[src/rtl/apb_master_param.sv]
// rtl/apb_master_param.sv - queued APB4 master: command FIFO feeding back-to-back transfers with PREADY timeout

module apb_cmd_fifo #(
  parameter int WIDTH = 8,
  parameter int DEPTH = 4
) (
  input  logic                   PCLK,
  input  logic                   PRESET_n,
  input  logic                   push,
  input  logic [WIDTH-1:0]       push_data,
  input  logic                   pop,
  output logic [WIDTH-1:0]       head,
  output logic [$clog2(DEPTH):0] count
);
  localparam int PTR_W = $clog2(DEPTH);
  localparam int CNT_W = PTR_W + 1;

  logic [WIDTH-1:0] mem [DEPTH];
  logic [PTR_W-1:0] wr_ptr;
  logic [PTR_W-1:0] rd_ptr;
  logic             full;
  logic             empty;
  logic             do_push;
  logic             do_pop;

  assign full    = (count == CNT_W'(DEPTH));
  assign empty   = (count == '0);
  assign do_push = push && !full;
  assign do_pop  = pop && !empty;
  assign head    = mem[rd_ptr];

  // Storage needs no reset: nothing is read until count says it was written.
  always_ff @(posedge PCLK) begin
    if (do_push) begin
      mem[wr_ptr] <= push_data;
    end
  end

  // DEPTH is a power of two, so the pointers wrap by natural overflow.
  always_ff @(posedge PCLK or negedge PRESET_n) begin
    if (!PRESET_n) begin
      wr_ptr <= '0;
      rd_ptr <= '0;
      count  <= '0;
    end else begin
      if (do_push) begin
        wr_ptr <= wr_ptr + 1'b1;
      end
      if (do_pop) begin
        rd_ptr <= rd_ptr + 1'b1;
      end
      case ({do_push, do_pop})
        2'b10:   count <= count + 1'b1;
        2'b01:   count <= count - 1'b1;
        default: count <= count;
      endcase
    end
  end
endmodule

module apb_master_param #(
  parameter int ADDR_W     = 32,
  parameter int DATA_W     = 32,
  parameter int FIFO_DEPTH = 4,
  parameter int TIMEOUT    = 16
) (
  input  logic                          PCLK,
  input  logic                          PRESET_n,
  input  logic                          cmd_valid,
  output logic                          cmd_ready,
  input  logic                          cmd_write,
  input  logic [ADDR_W-1:0]             cmd_addr,
  input  logic [DATA_W-1:0]             cmd_wdata,
  input  logic [DATA_W/8-1:0]           cmd_strb,
  output logic                          rsp_valid,
  output logic [DATA_W-1:0]             rsp_rdata,
  output logic                          rsp_err,
  output logic                          rsp_timeout,
  output logic [$clog2(FIFO_DEPTH):0]   fifo_count,
  output logic                          busy,
  output logic                          PSEL_o,
  output logic                          PENABLE_o,
  output logic [ADDR_W-1:0]             PADDR_o,
  output logic                          PWRITE_o,
  output logic [DATA_W-1:0]             PWDATA_o,
  output logic [DATA_W/8-1:0]           PSTRB_o,
  input  logic [DATA_W-1:0]             PRDATA_i,
  input  logic                          PREADY_i,
  input  logic                          PSLVERR_i
);
  localparam int STRB_W = DATA_W / 8;
  localparam int CNT_W  = $clog2(FIFO_DEPTH) + 1;
  localparam int TO_W   = (TIMEOUT > 0) ? $clog2(TIMEOUT + 1) : 1;

  typedef enum logic [1:0] {IDLE, SETUP, ACCESS} state_t;

  typedef struct packed {
    logic              write;
    logic [ADDR_W-1:0] addr;
    logic [DATA_W-1:0] wdata;
    logic [STRB_W-1:0] strb;
  } cmd_t;

  state_t            state;
  state_t            state_d;
  cmd_t              push_cmd;
  cmd_t              head_cmd;
  logic [$bits(cmd_t)-1:0] head_bits;
  logic              fifo_pop;
  logic              xfer_done;
  logic              xfer_abort;
  logic [TO_W-1:0]   wait_cnt;

  assign push_cmd  = '{write: cmd_write, addr: cmd_addr, wdata: cmd_wdata, strb: cmd_strb};
  assign head_cmd  = cmd_t'(head_bits);
  assign cmd_ready = (fifo_count < CNT_W'(FIFO_DEPTH));
  assign busy      = (state != IDLE) || (fifo_count != '0);

  apb_cmd_fifo #(
    .WIDTH ($bits(cmd_t)),
    .DEPTH (FIFO_DEPTH)
  ) u_cmd_fifo (
    .PCLK      (PCLK),
    .PRESET_n  (PRESET_n),
    .push      (cmd_valid && cmd_ready),
    .push_data (push_cmd),
    .pop       (fifo_pop),
    .head      (head_bits),
    .count     (fifo_count)
  );

  always_ff @(posedge PCLK or negedge PRESET_n) begin
    if (!PRESET_n) begin
      state <= IDLE;
    end else begin
      state <= state_d;
    end
  end

  // A ready slave always wins over the timeout on the same edge.
  always_comb begin
    state_d    = state;
    fifo_pop   = 1'b0;
    xfer_done  = 1'b0;
    xfer_abort = 1'b0;
    case (state)
      IDLE: begin
        if (fifo_count != '0) begin
          fifo_pop = 1'b1;
          state_d  = SETUP;
        end
      end
      SETUP: begin
        state_d = ACCESS;
      end
      ACCESS: begin
        if (PREADY_i) begin
          xfer_done = 1'b1;
        end else if ((TIMEOUT != 0) && (wait_cnt == TO_W'(TIMEOUT))) begin
          xfer_abort = 1'b1;
        end
        if (xfer_done || xfer_abort) begin
          if (fifo_count != '0) begin
            fifo_pop = 1'b1;
            state_d  = SETUP;
          end else begin
            state_d  = IDLE;
          end
        end
      end
      default: begin
        state_d = IDLE;
      end
    endcase
  end

  // Bus outputs only change when a command is loaded, so they stay stable through ACCESS.
  always_ff @(posedge PCLK or negedge PRESET_n) begin
    if (!PRESET_n) begin
      PSEL_o    <= 1'b0;
      PENABLE_o <= 1'b0;
      PADDR_o   <= '0;
      PWRITE_o  <= 1'b0;
      PWDATA_o  <= '0;
      PSTRB_o   <= '0;
    end else if (fifo_pop) begin
      PSEL_o    <= 1'b1;
      PENABLE_o <= 1'b0;
      PADDR_o   <= head_cmd.addr;
      PWRITE_o  <= head_cmd.write;
      if (head_cmd.write) begin
        PWDATA_o <= head_cmd.wdata;
        PSTRB_o  <= head_cmd.strb;
      end else begin
        PSTRB_o  <= '0;
      end
    end else if (state == SETUP) begin
      PENABLE_o <= 1'b1;
    end else if (xfer_done || xfer_abort) begin
      PSEL_o    <= 1'b0;
      PENABLE_o <= 1'b0;
    end
  end

  // The wait counter saturates at TIMEOUT; with TIMEOUT = 0 it never leaves zero.
  always_ff @(posedge PCLK or negedge PRESET_n) begin
    if (!PRESET_n) begin
      wait_cnt <= '0;
    end else if ((state != ACCESS) || xfer_done || xfer_abort) begin
      wait_cnt <= '0;
    end else if (wait_cnt != TO_W'(TIMEOUT)) begin
      wait_cnt <= wait_cnt + 1'b1;
    end
  end

  always_ff @(posedge PCLK or negedge PRESET_n) begin
    if (!PRESET_n) begin
      rsp_valid   <= 1'b0;
      rsp_rdata   <= '0;
      rsp_err     <= 1'b0;
      rsp_timeout <= 1'b0;
    end else begin
      rsp_valid <= 1'b0;
      if (xfer_done) begin
        rsp_valid   <= 1'b1;
        rsp_rdata   <= PWRITE_o ? '0 : PRDATA_i;
        rsp_err     <= PSLVERR_i;
        rsp_timeout <= 1'b0;
      end else if (xfer_abort) begin
        rsp_valid   <= 1'b1;
        rsp_rdata   <= '0;
        rsp_err     <= 1'b1;
        rsp_timeout <= 1'b1;
      end
    end
  end
endmodule
[config.mk]
export PLATFORM = sky130hd
export DESIGN_NAME = apb_master_param
export DESIGN_NICKNAME = d
export VERILOG_FILES = /design/src/rtl/apb_master_param.sv
export SDC_FILE = /design/constraint.sdc
export NUM_CORES = 1
export LEC_CHECK = 0
export CORE_UTILIZATION = 30
export CTS_BUF_LIST = sky130_fd_sc_hd__clkbuf_2
export DETAILED_ROUTE_END_ITERATION = 8
export GPL_TIMING_DRIVEN = 0
export SYNTH_ARGS = -nofsm -noshare
export SYNTH_HDL_FRONTEND = slang
export SYNTH_SLANG_ARGS = --single-unit
[constraint.sdc]
create_clock -name PCLK -period 6.06 [get_ports PCLK]
set_input_delay 1.212 -clock PCLK [delete_from_list [all_inputs] [get_ports PCLK]]
set_output_delay 1.212 -clock PCLK [all_outputs]
set_load 0.05 [all_outputs]
# == Yosys cells after proc, flatten, opt, wreduce, memory -nomap -nowiden ==
# Memory sizes are Yosys's and may differ from the RTL's.
# Cells that the tools add are included.
# word_totals
mem_count,1
wordCells,88
ramBits,276
ff_bits,120
# classes
n_eq_ne,11
n_mux,33
addsub,5
magnitude_cmp,1
reduce_logical,22
# memory_table
name,words,word_bits,read_ports,rd_clocked_by_memory_dff,write_ports,line,rtl
u_cmd_fifo.mem,4,69,1,0,1,18,logic [WIDTH-1:0] mem [DEPTH];
# ops
operator,count
2-to-1 mux 32 bit,3
2-to-1 mux 1 bit,22
2-to-1 mux 5 bit,2
nonzero test 2 bit,5
inequality test 2 bit (second input constant),3
case mux 2 bit (3 select lines),1
case mux 3 bit (2 select lines),1
AND reduction 2 bit,3
nonzero test 3 bit,2
adder 5 x 1 -> 5 bit (second input constant),1
equality test 5 bit (second input constant),1
logical OR 1 bit,5
inequality test 5 bit (second input constant),1
adder 2 x 1 -> 2 bit (second input constant),2
equality test 2 x 1 -> 1 bit (second input constant),2
equality test 2 bit (second input constant),2
2-to-1 mux 2 bit,2
2-to-1 mux 4 bit,1
adder 3 x 1 -> 3 bit (second input constant),1
equality test 3 bit (second input constant),1
logical AND 1 bit,3
logical NOT 3 bit,1
less-than comparator 3 bit (second input constant),1
subtractor 3 x 1 -> 3 bit (second input constant),1
other kinds (4),5

# == Logic depth before layout (Yosys ltp) ==
# depth
word_depth,10
ltp_mapped,11
depth_no_buf,10

# == By module ==
# From an unflattened synthesis, not the netlist that was laid out.
# unflattened
hier_cells,678
hier_area_um2,14819.2
# by_module_without_submodules
mod,cells_per_inst,area_per_inst_um2,instances
apb_cmd_fifo,397,10447.5,1
apb_master_param,281,4371.7,1

# == Least setup slack after synthesis ==
# Ideal clock, no wire load.
# synth_timing
path_kind,in2reg
from,in cmd_valid
to,mem u_cmd_fifo.mem[0][0] (netlist bit) (enable)
t_required_ns,5.625
cell_stages,3
slack_ns,2.419
arrival_ns,3.206
path_buffers,1
path_cell_list,nor2b_1 -> clkbuf_1 -> and2_1
# synth_between
elab_chain_len,4
# synth_rtl
element,line,rtl
start: declaration,69,"input logic cmd_valid,"
logical AND 1 bit,125,".push (cmd_valid && cmd_ready),"
logical AND 1 bit,28,assign do_push = push && !full;
2-to-1 mux 1 bit,34,if (do_push) begin
2-to-1 mux 1 bit (not written as such),35,mem[wr_ptr] <= push_data;
end: declaration,18,
# No other way between the ends.

# == Final worst setup path ==
# layout_timing
from,reg u_cmd_fifo.count[1]
to,out busy
# layout_between
elab_chain_len,2
# layout_rtl
element,line,rtl
start: declaration,13,output logic [$clog2(DEPTH):0] count
start signal: assignment,53,2'b10: count <= count + 1'b1;
start signal: assignment,54,2'b01: count <= count - 1'b1;
start signal: assignment,55,default: count <= count;
nonzero test 3 bit,117,assign busy = (state != IDLE) || (fifo_count != '0);
logical OR 1 bit,117,
end: declaration,80,"output logic busy,"
# No other way between the ends.

==> flow_summary_export.csv <==
group,metric,value,unit
sta,hold_ws,492.3,ps
clock_tree,cts_root_buffer,"clkbuf_2",
pwr,power,9.826,mW
sta,skew,87.84,ps
layout,n_fill_cell,4480,
synth,async_flop_share,30.30,%
clock_tree,path_clk_slew,100,ps
grt,antenna_found_initial,6,
synth,synthFlopType,"edfxtp_1",
die,num_rows,80,
clock_tree,post_cts_resized,0,
synth,synth_most_common_cell,"edfxtp_1",
clock_tree,h-tree-depth,3,
hold_path,whs_path_depth,1,
sta,max_freq,234.0,MHz
synth,syn-instance-count,682,
drt,wirelength,32530,um
place,gp_congestion,0.6941,
drt,num_vias,7667,
worst_setup_path,timing.reg2reg.setup_slack,3000,ps
worst_setup_path,arrival,3060,ps
clock_tree,tritoncts,"done",
sta,worstMarginPinSlew,856.6,ps
worst_setup_path,start_kind,"register",
sta,fin_crit_sh,70.52,%
hold_path,worstHoldEndpoint,"PWDATA_o[8]$_DFFE_PN0P_",
place,dp_slack,1966,ps
synth,syn_area_per_cell,21.37,sq um
place,place_hpwl,19890,um
worst_setup_path,cpPeakStageDelay,750,ps
grt,grt_max_degree,84,
outcome,outcome,"completed",
worst_setup_path,endpoint_kind,"primary output",
synth,synth_top_cells_by_count,"edfxtp_1, dfrtp_1, mux4_2",
layout,layout-drive-gt1-share,29.21,%
synth,synth_area_leaders,"edfxtp_1, dfrtp_1, mux4_2",
place,dp_cells,1518,
drt,wire_per_inst,18.95,um
worst_setup_path,rr_worst_depth,11,
clock_tree,tritoncts.num_buffers,104,
pwr,p_leak,6.834,nW
synth,ys_warn_count,0,
drt,vias_per_cell,4.465,
sta,setup_tns,0,ps
sta,period_minus_slack,4274,ps
hold_path,hp-class,"register to register",
worst_setup_path,crit_type,"register to primary output",
sta,setup_viol,0,
die,die_w,222.4,um
grt,track_usage,13.68,%
job,maxCapViolations,0,
synth,yosys.area.top_type,"edfxtp_1",
worst_setup_path,cp.required,4850,ps
sta,rsz0062_at_grt,"no",
die,num_io_pins,217,
layout,nets,1124,
synth,synth_top_area_share,56.88,%
synth,syn-cell-area,14570,sq um
sta,slew_violations,0,
clock_tree,cts.sinks,396,
pwr,p_per_area,525.1,nW/um^2
clock_tree,clkLatencyLatePin,1080,ps
drt,firstDrtPassIters,5,
clock_tree,cts_buffer_depth,3,
synth,synth_edf_count,276,
worst_setup_path,reg2reg_from,"wait_cnt[0]$_DFFE_PN0P_",
grt,grt_overflow,0,
worst_setup_path,cp_cell_sequence,"nor3_1 > nand3_1 > clkdlybuf4s50_1",
pwr,vdd_drop_max,255.4,uV
worst_setup_path,r2r-end,"u_cmd_fifo.count[2]$_DFFE_PN0P_",
die,initial_core_util,30.46,%
drt,drc,0,
grt,grt_pass1_vias,8567,
sta,fin_ws,1786,ps
drt,ant_nets,0,
synth,yosysUniqueCellTypes,33,
die,fp.dieH,222.4,um
sta,slew_headroom,42.89,%
sta,finalHoldViolations,0,
grt,grt_pass1_wl,50090,um
worst_setup_path,crit_slowest_cell,"clkdlybuf4s50_1",
die,core,47850,sq um
layout,area_growth,28.42,%
worst_setup_path,worstPathMaxFanout,5,
synth,yosysSeqAreaShare,77.49,%
hold_path,hold_start,"PWDATA_o[8]$_DFFE_PN0P_",
drt,drtIter0Drc,223,
synth,synth.ff_latch_count,396,
layout,finalNonFillerCells,1717,
die,dieArea,49460,sq um
synth,syn-num-nets,796,
place,io_buffers,216,
sequential cells by signal, summed over array words and instances (netlist names):
name / cells
rsp_valid: 1
PADDR_o: 32
wait_cnt: 5
u_cmd_fifo.count: 3
u_cmd_fifo.wr_ptr: 2
PENABLE_o: 1
PWDATA_o: 32
u_cmd_fifo.mem: 276
PSEL_o: 1
PWRITE_o: 1
u_cmd_fifo.rd_ptr: 2
PSTRB_o: 4
rsp_err: 1
rsp_rdata: 32
rsp_timeout: 1
state: 2
cell families after synthesis:
group / after synthesis / share of synthesized area, %
multiplexers: 133 / 15.61
AND/OR/NAND/NOR: 30 / 1.194
AO/OA/AOI/OAI: 51 / 2.877
buffers and inverters: 55 / 1.554
XOR/XNOR: 9 / 0.5409
adder cells (fa/ha/maj): 8 / 0.7384
flip-flops: 396 / 77.49
metal layers:
metal	GRT usage, %	vias up	wire length (um)
li1	-	3453	-
met1	16.03	3894	13480
met2	22.21	268	15840
met3	5.409	48	2603
met4	5.984	4	581
met5	0	-	28
critical path, delay by kind of cell, from the launching register on:
family	cells	cell delay, ps
buffers and inverters	1	750
AND/OR/NAND/NOR	2	820
flip-flops	1	430
final cells by class:
class	instances	area (sq um)	area share [%]
Clock inverter	24	187.7	1.003
Sequential cell	396	11290	60.34
Inverter	23	86.33	0.4614
Antenna cell	3	7.507	0.04012
Timing Repair Buffer	222	2311	12.35
Tap cell	615	769.5	4.112
Buffer	32	140.1	0.7489
Clock buffer	171	855.8	4.573
Multi-Input combinational cell	231	3064	16.37
worst max-delay path by stage:
stage | from | endpoint | slack, ps | cells after the start
6_report | u_cmd_fifo.count[1]$_DFFE_PN0P_ | busy | 1790 | 3
3_5_place_dp | PREADY_i | u_cmd_fifo.count[2]$_DFFE_PN0P_ | 1970 | 10
5_1_grt | u_cmd_fifo.count[1]$_DFFE_PN0P_ | busy | 1480 | 3
4_1_cts | u_cmd_fifo.count[1]$_DFFE_PN0P_ | busy | 1510 | 3
3_3_place_gp | PRESET_n | PADDR_o[3]$_DFFE_PN0P_ | -2030 | 1
2_1_floorplan | cmd_valid | u_cmd_fifo.mem[0][0]$_DFFE_PP_ | 2420 | 3
timing repair:
action	in CTS	in global routing
hold buffers	1	0
setup endpoints to repair	0	0
endpoints found under the hold margin	37	0
setup buffers	0	0
stage by stage:
stage / area (sq um) / util, %
detailed placement: 17650 / 36.89
finish: 18710 / 39.11
floorplan: 14570 / -
global route: 18710 / 39.11
CTS: 18710 / 39.10
global placement: 17500 / 36.58
report_power, final:
group	switching, mW	internal (mW)
sequential	0.244	3.55
clock	1.10	0.872
combinational	2.44	1.62
layout by cell type, fill, tap and decap left out, types with 2 or more instances in the layout:
master           Yosys  layout
nor2b_1              2       2
nand2_1              6       6
o22ai_1              5       5
mux4_2              69      69
o21ai_0              5       5
mux2_1              25      25
clkinv_2             0       4
bufinv_16            0       3
clkinv_1             0      14
clkbuf_1            16      16
nor3_1               2       2
buf_16               0       5
diode_2              0       3
ha_1                 7       7
nor2_1               8       8
xor2_1               4       4
mux2_2              39      39
edfxtp_1           276     276
a21oi_1              3       3
dfrtp_1            120     120
xnor2_1              5       5
nand3_1              3       3
a22o_1              32      32
clkdlybuf4s50_1      0     215
clkbuf_2             0     171
inv_1               23      23
and2_4               0       4
buf_2               16      16
(Power assumes the default switching activity.)
